$ cat config.mk
export PLATFORM = sky130hd
export DESIGN_NAME = ysyx_25060170_wb_arb
export DESIGN_NICKNAME = d
export VERILOG_FILES = /design/src/rtl/ysyx_25060170_wb_arb.sv
export SDC_FILE = /design/constraint.sdc
export NUM_CORES = 1
export LEC_CHECK = 0
export ABC_AREA = 1
export ABC_CLOCK_PERIOD_IN_PS = 4150
export CORE_ASPECT_RATIO = 1.4
export CORE_MARGIN = 1.5
export CORE_UTILIZATION = 42
export DETAILED_ROUTE_END_ITERATION = 6
export GPL_TIMING_DRIVEN = 0
export PLACE_DENSITY = 0.95
export SETUP_SLACK_MARGIN = 0.02
export SYNTH_ARGS = -nofsm -noshare
export SYNTH_HDL_FRONTEND = slang
export SYNTH_SLANG_ARGS = --single-unit
$ cat constraint.sdc
create_clock -name clk -period 4.15 [get_ports clk]
set_clock_uncertainty 0.2 [all_clocks]
set_input_delay 0.6225 -clock clk [delete_from_list [all_inputs] [get_ports clk]]
set_output_delay 0.6225 -clock clk [all_outputs]
set_load 0.02 [all_outputs]
$ cat src/rtl/ysyx_25060170_wb_arb.sv
// Writeback arbiter: round-robin (or fixed, LSU-first) selection of EXU/LSU results into a
// one-entry output slot feeding the GPR write port. Define YSYX_25060170_WB_ARB_FIXED_PRIO_EN for fixed priority.
module ysyx_25060170_wb_arb #(
  parameter int unsigned DW = 32,
  parameter int unsigned AW = 5
) (
  input  logic          clk,
  input  logic          rst,
  input  logic          req0_valid,
  output logic          req0_ready,
  input  logic [AW-1:0] req0_rd,
  input  logic [DW-1:0] req0_data,
  input  logic          req1_valid,
  output logic          req1_ready,
  input  logic [AW-1:0] req1_rd,
  input  logic [DW-1:0] req1_data,
  output logic          gpr_wen,
  output logic [AW-1:0] gpr_waddr,
  output logic [DW-1:0] gpr_wdata,
  input  logic          gpr_ready,
  output logic          busy
);

  logic          slot_v_q, slot_v_d;
  logic [AW-1:0] slot_rd_q, slot_rd_d;
  logic [DW-1:0] slot_data_q, slot_data_d;
  logic          slot_free, win1, grant0, grant1, xfer;
  logic [AW-1:0] xfer_rd;
  logic [DW-1:0] xfer_data;

`ifdef YSYX_25060170_WB_ARB_FIXED_PRIO_EN
  always_comb win1 = req1_valid;
`else
  logic prio_q, prio_d;

  // prio_q == 1 prefers req1; after a grant the other requester is preferred
  always_comb begin
    win1   = req1_valid & (~req0_valid | prio_q);
    prio_d = xfer ? grant0 : prio_q;
  end

  always_ff @(posedge clk or negedge rst) begin
    if (!rst) prio_q <= 1'b0;
    else      prio_q <= prio_d;
  end
`endif

  always_comb begin
    slot_free = ~slot_v_q | gpr_ready;
    grant1    = rst & slot_free & win1;
    grant0    = rst & slot_free & req0_valid & ~win1;
    xfer      = grant0 | grant1;
    xfer_rd   = grant1 ? req1_rd   : req0_rd;
    xfer_data = grant1 ? req1_data : req0_data;

    slot_v_d    = slot_v_q & ~gpr_ready;
    slot_rd_d   = slot_rd_q;
    slot_data_d = slot_data_q;
    // writes to x0 are consumed but never occupy the slot
    if (xfer && (xfer_rd != '0)) begin
      slot_v_d    = 1'b1;
      slot_rd_d   = xfer_rd;
      slot_data_d = xfer_data;
    end
  end

  always_ff @(posedge clk or negedge rst) begin
    if (!rst) begin
      slot_v_q    <= 1'b0;
      slot_rd_q   <= '0;
      slot_data_q <= '0;
    end else begin
      slot_v_q    <= slot_v_d;
      slot_rd_q   <= slot_rd_d;
      slot_data_q <= slot_data_d;
    end
  end

  always_comb begin
    req0_ready = grant0;
    req1_ready = grant1;
    gpr_wen    = slot_v_q;
    gpr_waddr  = slot_rd_q;
    gpr_wdata  = slot_data_q;
    busy       = slot_v_q | req0_valid | req1_valid;
  end

endmodule

==> results of run 1 <==
==> worst max-delay path: stages <==
cell and delay [ns]:
clkbuf_4 0.45, inv_1 0.15, a21oi_4 0.22, nand2_2 0.12, clkinv_1 0.16, clkbuf_1 0.39, clkdlybuf4s50_1 0.69
==> flip-flops by register name, summed over array words and instances (netlist names) <==
name	flops
gpr_waddr	5
prio_q	1
gpr_wen	1
gpr_wdata	32
==> worst max-delay path by stage <==
| stage | startpoint | endpoint | slack, ns |
|---|---|---|---|
| 2_1_floorplan | gpr_ready | req1_ready | 1.86 |
| 3_3_place_gp | rst | req1_ready | -0.86 |
| 3_5_place_dp | rst | req1_ready | 0.21 |
| 4_1_cts | rst | req1_ready | 0.21 |
| 5_1_grt | rst | req1_ready | 0.27 |
| 6_report | rst | req1_ready | 0.51 |
==> area by class of cell <==
class / instances / area (µm²) / area share (%)
clock buffers: 7 / 76.3 / 2.18
plain buffers: 18 / 106 / 3.04
clock inverters: 1 / 5.00 / 0.143
repair buffers: 119 / 1190 / 34.0
flip-flops and latches: 39 / 976 / 27.9
inverters: 15 / 56.3 / 1.61
well taps: 64 / 80.1 / 2.29
multi-input cells: 242 / 1010 / 28.8
==> through the flow <==
step	hold WS, ns	worst slack, ns	area (µm²)	power [mW]
after global placement	0.252	-0.858	3420	1.24
after global routing	0.174	0.267	3500	1.58
final	0.137	0.513	3500	1.49
after CTS	0.276	0.209	3490	1.50
after detailed placement	0.258	0.214	3410	1.26
after floorplan	0.127	1.86	2150	0.890
==> logic make-up after synthesis <==
| kind of cell | count (synthesis) |
|---|---|
| AOI/OAI and AO/OA | 5 |
| DFF | 39 |
| buffers and inverters | 33 |
| and+or+nand+nor | 237 |
==> per-layer routing <==
layer	track usage (%)	wire length (µm)
met5	0	0
met4	7.71	53
met3	5.91	409
met2	45.6	3370
met1	23.8	2320
==> cells in the final DEF, fill, tap and decap left out <==
cell / synthesis / final
buf_2: 7 / 7
nand2_2: 2 / 2
inv_1: 14 / 14
dfrtp_1: 39 / 39
a21oi_4: 2 / 2
clkbuf_1: 7 / 9
clkbuf_4: 0 / 1
nand3_1: 38 / 38
clkinv_2: 0 / 1
o21ai_1: 1 / 1
o21bai_2: 1 / 1
buf_6: 4 / 4
nand3b_1: 3 / 3
clkbuf_8: 0 / 5
nand2_1: 189 / 189
clkinv_1: 1 / 1
clkdlybuf4s50_1: 0 / 118
nor2_1: 5 / 5
o22ai_1: 1 / 1
==> where the power goes <==
| group | leakage (nW) | total [mW] | switching (mW) | internal (mW) |
|---|---|---|---|---|
| Clock | 0.0422 | 0.240 | 0.122 | 0.118 |
| Combinational | 1.27 | 0.694 | 0.356 | 0.338 |
| Sequential | 0.484 | 0.555 | 0.0631 | 0.492 |
| Total | 1.79 | 1.49 | 0.541 | 0.947 |
==> repair_timing <==
| action | 4_1_cts | 5_1_grt |
|---|---|---|
| buffers inserted | 0 | 0 |
| resized for setup | 0 | 1 |
| endpoints found under the setup margin | 0 | 1 |
| hold buffers | 0 | 0 |
==> results.txt, run 1 <==
Clk_lat worst skew: 0.28 ns
Slew @ Worst Pin: 0.530 ns
Final cell count without fillers: 505
Synth top area cells: dfrtp_1, nand2_1, nand3_1
Fin util: 71.7%
Critical path arrival: 2.81 ns
Flop2flop setup slack: 2.07 ns
Largest net degree at the start of global routing: 41
FF-to-FF path depth: 11
Post-synthesis sequential area ratio: 45.5%
Port bufs: 119
Worst EP required: 3.33 ns
Detailed Place HPWL: 4850 µm
Largest area contributor in the netlist: dfrtp_1
Reg2reg start: gpr_wen$_DFF_PN0_
Final net count: 519
Post-Synth Simple-Gate Area: 44.4%
Clk sinks: 39
Longest Clk Path Bufs: 2
Synth-to-Final Area Change: 62.9%
First-pass GRT wire length: 10400 µm
All-Layer GR Usage: 23.3%
CTS Buf Count: 5
Number of antenna diodes: 0
RSZ-0062 raised after global routing: false
DRT Pass-1 Iters: 4
Die Y: 87.6 µm
Die X: 63.4 µm
Mean post-synth cell area: 6.84 µm²
Synth cell count leaders: nand2_1, dfrtp_1, nand3_1
Overflow after GRT: 0
Slew Viols, Final: 0
Yosys warns: 0
CTS clock-pin slew for the worst setup and hold paths: 0.07 ns
Startpoint types: input pin
Power per Cell Area: 426 mW/mm²
Top-count cell post-synth: nand2_1
Async S/R FF share, synth: 100%
FF+latch count, synth: 39
Antenna violations before repair: 0
Main combinational cell family by area after synthesis: simple AND/OR/NAND/NOR gates
Type of the most critical hold path: input pin to asynchronous set/reset pin
Synth Area in Adders: 0%
Root buf cell: clkbuf_8
Synth Net Count: 393
Most used flip-flop cell after synthesis: dfrtp_1
Worst r2r dst: gpr_wdata[26]$_DFFE_PN0P_
# setup viols final: 0
Peak VDD IR: 0.213 mV
Fmax: 275 MHz
1st-iter DRT viols: 120
Fill cells: 413
Die ar.: 0.00556 mm²
Crit-path max FO: 40
H-tree Lvls: 2
CP endpoint kind: output port
Max-cap violation count: 0
Leakage: 1.79 nW
Share of layout cells above drive strength 1: 5.22%
Synth Area in Compound Gates: 2.56%
Vias/cell: 4.75
Mean routed wirelength per cell: 12.2 µm
Crit Path Category: input pin to output port
Relative slew slack: 64.6%
Post-synth EDFFs: 0
Hold Vio Cnt, Final: 0
Mux contribution to synthesized area: 0%
Synth Instances: 314
Routability cong.: 0.815
Dpl cells: 497
Mapped Area: 0.00215 mm²
Remaining antenna violation count: 0
DRC viols: 0
Synth cell types: 15
Fin crit share: 87.6%
Ports: 120
Top cell type's share of synthesized area: 45.5%
Status: finished, final reports clean
Post-synthesis xor/xnor area fraction: 0%
Initial Utilization: 44.0%
Period minus WS final: 3.64 ns
Setup tns final: 0 ns
Via count: 2401
CTS tree: done
Site Rows: 30
Core area: 0.00488 mm²
WL final: 6150 µm
Vias in the first global route: 2426
Note: power is estimated with default switching activity, not from simulation.
==> run 2, diff against run 1 <==
REMOVE_ABC_BUFFERS = 1   (was not set)
SKIP_LAST_GASP = 1   (was not set)
==> run 2 against run 1 <==
Die area stayed put; clock-buffer cell count is 1 lower; cell area is 2.1% lower; first-iteration DRC count is 21% lower; critical path depth is 1 lower; sequential power is 0.9% lower; non-clock buffer count is 16 lower; power is 0.71% lower; core utilization is 1.5 points lower; fmax is 5.3% lower; flip-flop and latch count stayed put; critical path type unchanged; largest power group unchanged; highest routed layer unchanged.
==> results.txt, run 2 (synthesis gave the netlist of run 1 again) <==
Initial Utilization: 44.0%
Max-cap violation count: 0
Number of antenna diodes: 0
Remaining antenna violation count: 0
Relative slew slack: 21.4%
Period minus WS final: 3.84 ns
Largest stage delay on the critical path: 0.67 ns
Routability cong.: 0.733
Root buf cell: clkbuf_8
Clk_lat worst skew: 0.28 ns
Share of layout cells above drive strength 1: 3.76%
Worst EP required: 3.33 ns
Port bufs: 119
Die X: 63.4 µm
CP endpoint kind: output port
Crit Path Category: input pin to output port
FF-to-FF path depth: 7
Hold_buf cts: 0
Peak VDD IR: 0.262 mV
Die Y: 87.6 µm
Power per Cell Area: 432 mW/mm²
Worst path slowest cell: clkdlybuf4s50_1
Worst r2r dst: gpr_waddr[3]$_DFFE_PN0P_
Flop2flop setup slack: 0.96 ns
Antenna violations before repair: 0
Number of flip-flops in the largest register: 32
Clk sinks: 39
Status: finished, final reports clean
Reg2reg start: gpr_wen$_DFF_PN0_
Type of the most critical hold path: input pin to asynchronous set/reset pin
Mean routed wirelength per cell: 11.9 µm
Most frequent cells in the layout: nand2_1, clkdlybuf4s50_1, dfrtp_1, nand3_1, inv_1
Commonest non-fill, non-tap cell in the layout: nand2_1
All-Layer GR Usage: 21.4%
Postcts setup bufs: 0
First-pass GRT wire length: 9550 µm
Slew @ Worst Pin: 1.18 ns
CTS tree: done
Crit path max-delay family: buffers and inverters
Crit-path max FO: 40
Setup ws final: 0.311 ns
CTS clock-pin slew for the worst setup and hold paths: 0.07 ns
Fmax: 260 MHz
1st-iter DRT viols: 95
Vias in the first global route: 2178
Fin crit share: 92.5%
Synth-to-Final Area Change: 59.4%
Vias/cell: 4.75
Overflow after GRT: 0
Ports: 120
Largest net degree at the start of global routing: 41
Die ar.: 0.00556 mm²
Longest Clk Path Bufs: 2
# setup viols final: 0
Footprint of the multi-input gates: 0.00101 mm²
Fin util: 70.1%
Core area: 0.00488 mm²
Post-place setup slack: -0.478 ns
Register area: 976 µm²
CTS Buf Count: 5
WL final: 5800 µm
Slew Viols, Final: 0
DRT Pass-1 Iters: 4
DRC viols: 0
Detailed Place HPWL: 4260 µm
Site Rows: 30
RSZ-0062 raised after global routing: false
Critical-path cell list: buf_4, inv_1, a21oi_4, nand2_2, inv_6, clkdlybuf4s50_1
# resized after CTS: 2
Final net count: 503
Leakage: 1.75 nW
Via count: 2322
Hold Vio Cnt, Final: 0
Critical path arrival: 3.02 ns
Fill cells: 407
Startpoint types: input pin
Sum of buffers and inverters on the critical path: 4
H-tree Lvls: 2
run 2: cell count changes in the layout (fill, tap and decap cells not counted), sizes merged:
| cell | change |
|---|---|
| clkinv | -1 |
| inv | +1 |
| clkbuf | -9 |
| clkinvlp | +1 |
| buf | -8 |
run 2: cell type report:
cell class	count	area share (%)
clock buffers	6	2.12
inverters	15	1.79
multi-input cells	242	29.5
repair buffers	121	35.4
flip-flops and latches	39	28.5
clock inverters	2	0.366
well taps	64	2.34
run 2: report_power, final:
group	total (mW)	switching (mW)	internal (mW)
logic	0.682	0.353	0.329
registers	0.550	0.0592	0.491
clock network	0.246	0.128	0.117
total	1.48	0.541	0.937
run 2: how the worst max path moves through the flow:
stage	startpoint	to	slack [ns]	depth (start not counted)
5_1_grt	rst	req1_ready	0.07	6
3_5_place_dp	rst	gpr_wdata[12]$_DFFE_PN0P_	-0.48	9
2_1_floorplan	gpr_ready	gpr_waddr[1]$_DFFE_PN0P_	0.98	8
3_3_place_gp	rst	req1_ready	-1.60	6
4_1_cts	req0_valid	req1_ready	0.08	5
6_report	rst	req1_ready	0.31	6
run 2: metrics by stage:
step	cells	hold WS [ns]	power, mW	instance area [µm²]	TNS [ns]
floorplan	296	0.127	0.873	2040	0
global placement	479	0.253	1.22	3310	-61.82
detailed placement	481	0.257	1.24	3330	-16.57
CTS	489	0.115	1.50	3420	0
global route	489	0.143	1.57	3420	0
finish	489	0.106	1.48	3420	0
run 2: routing by layer:
| metal | vias up | global-route usage, % | wire, µm |
|---|---|---|---|
| met5 | - | 0 | 0 |
| met2 | 80 | 41.7 | 3140 |
| li1 | 1184 | - | - |
| met3 | 8 | 4.88 | 335 |
| met1 | 1050 | 22.6 | 2270 |
| met4 | 0 | 6.52 | 51 |
run 2: worst reg2reg max path, stage by stage (launching register included):
cell and delay, ns:
dfrtp_1 0.44, a21oi_4 0.24, nand2_2 0.50, inv_6 0.45
nor2_1 0.12, inv_1 0.86, nand3_1 0.19, nand2_1 0.13
==> run 3, diff against run 2 <==
ABC_CLOCK_PERIOD_IN_PS = not set   (was 4150)
==> results of run 3 <==
Final layout, timing and power as in run 2 (identical DEF).
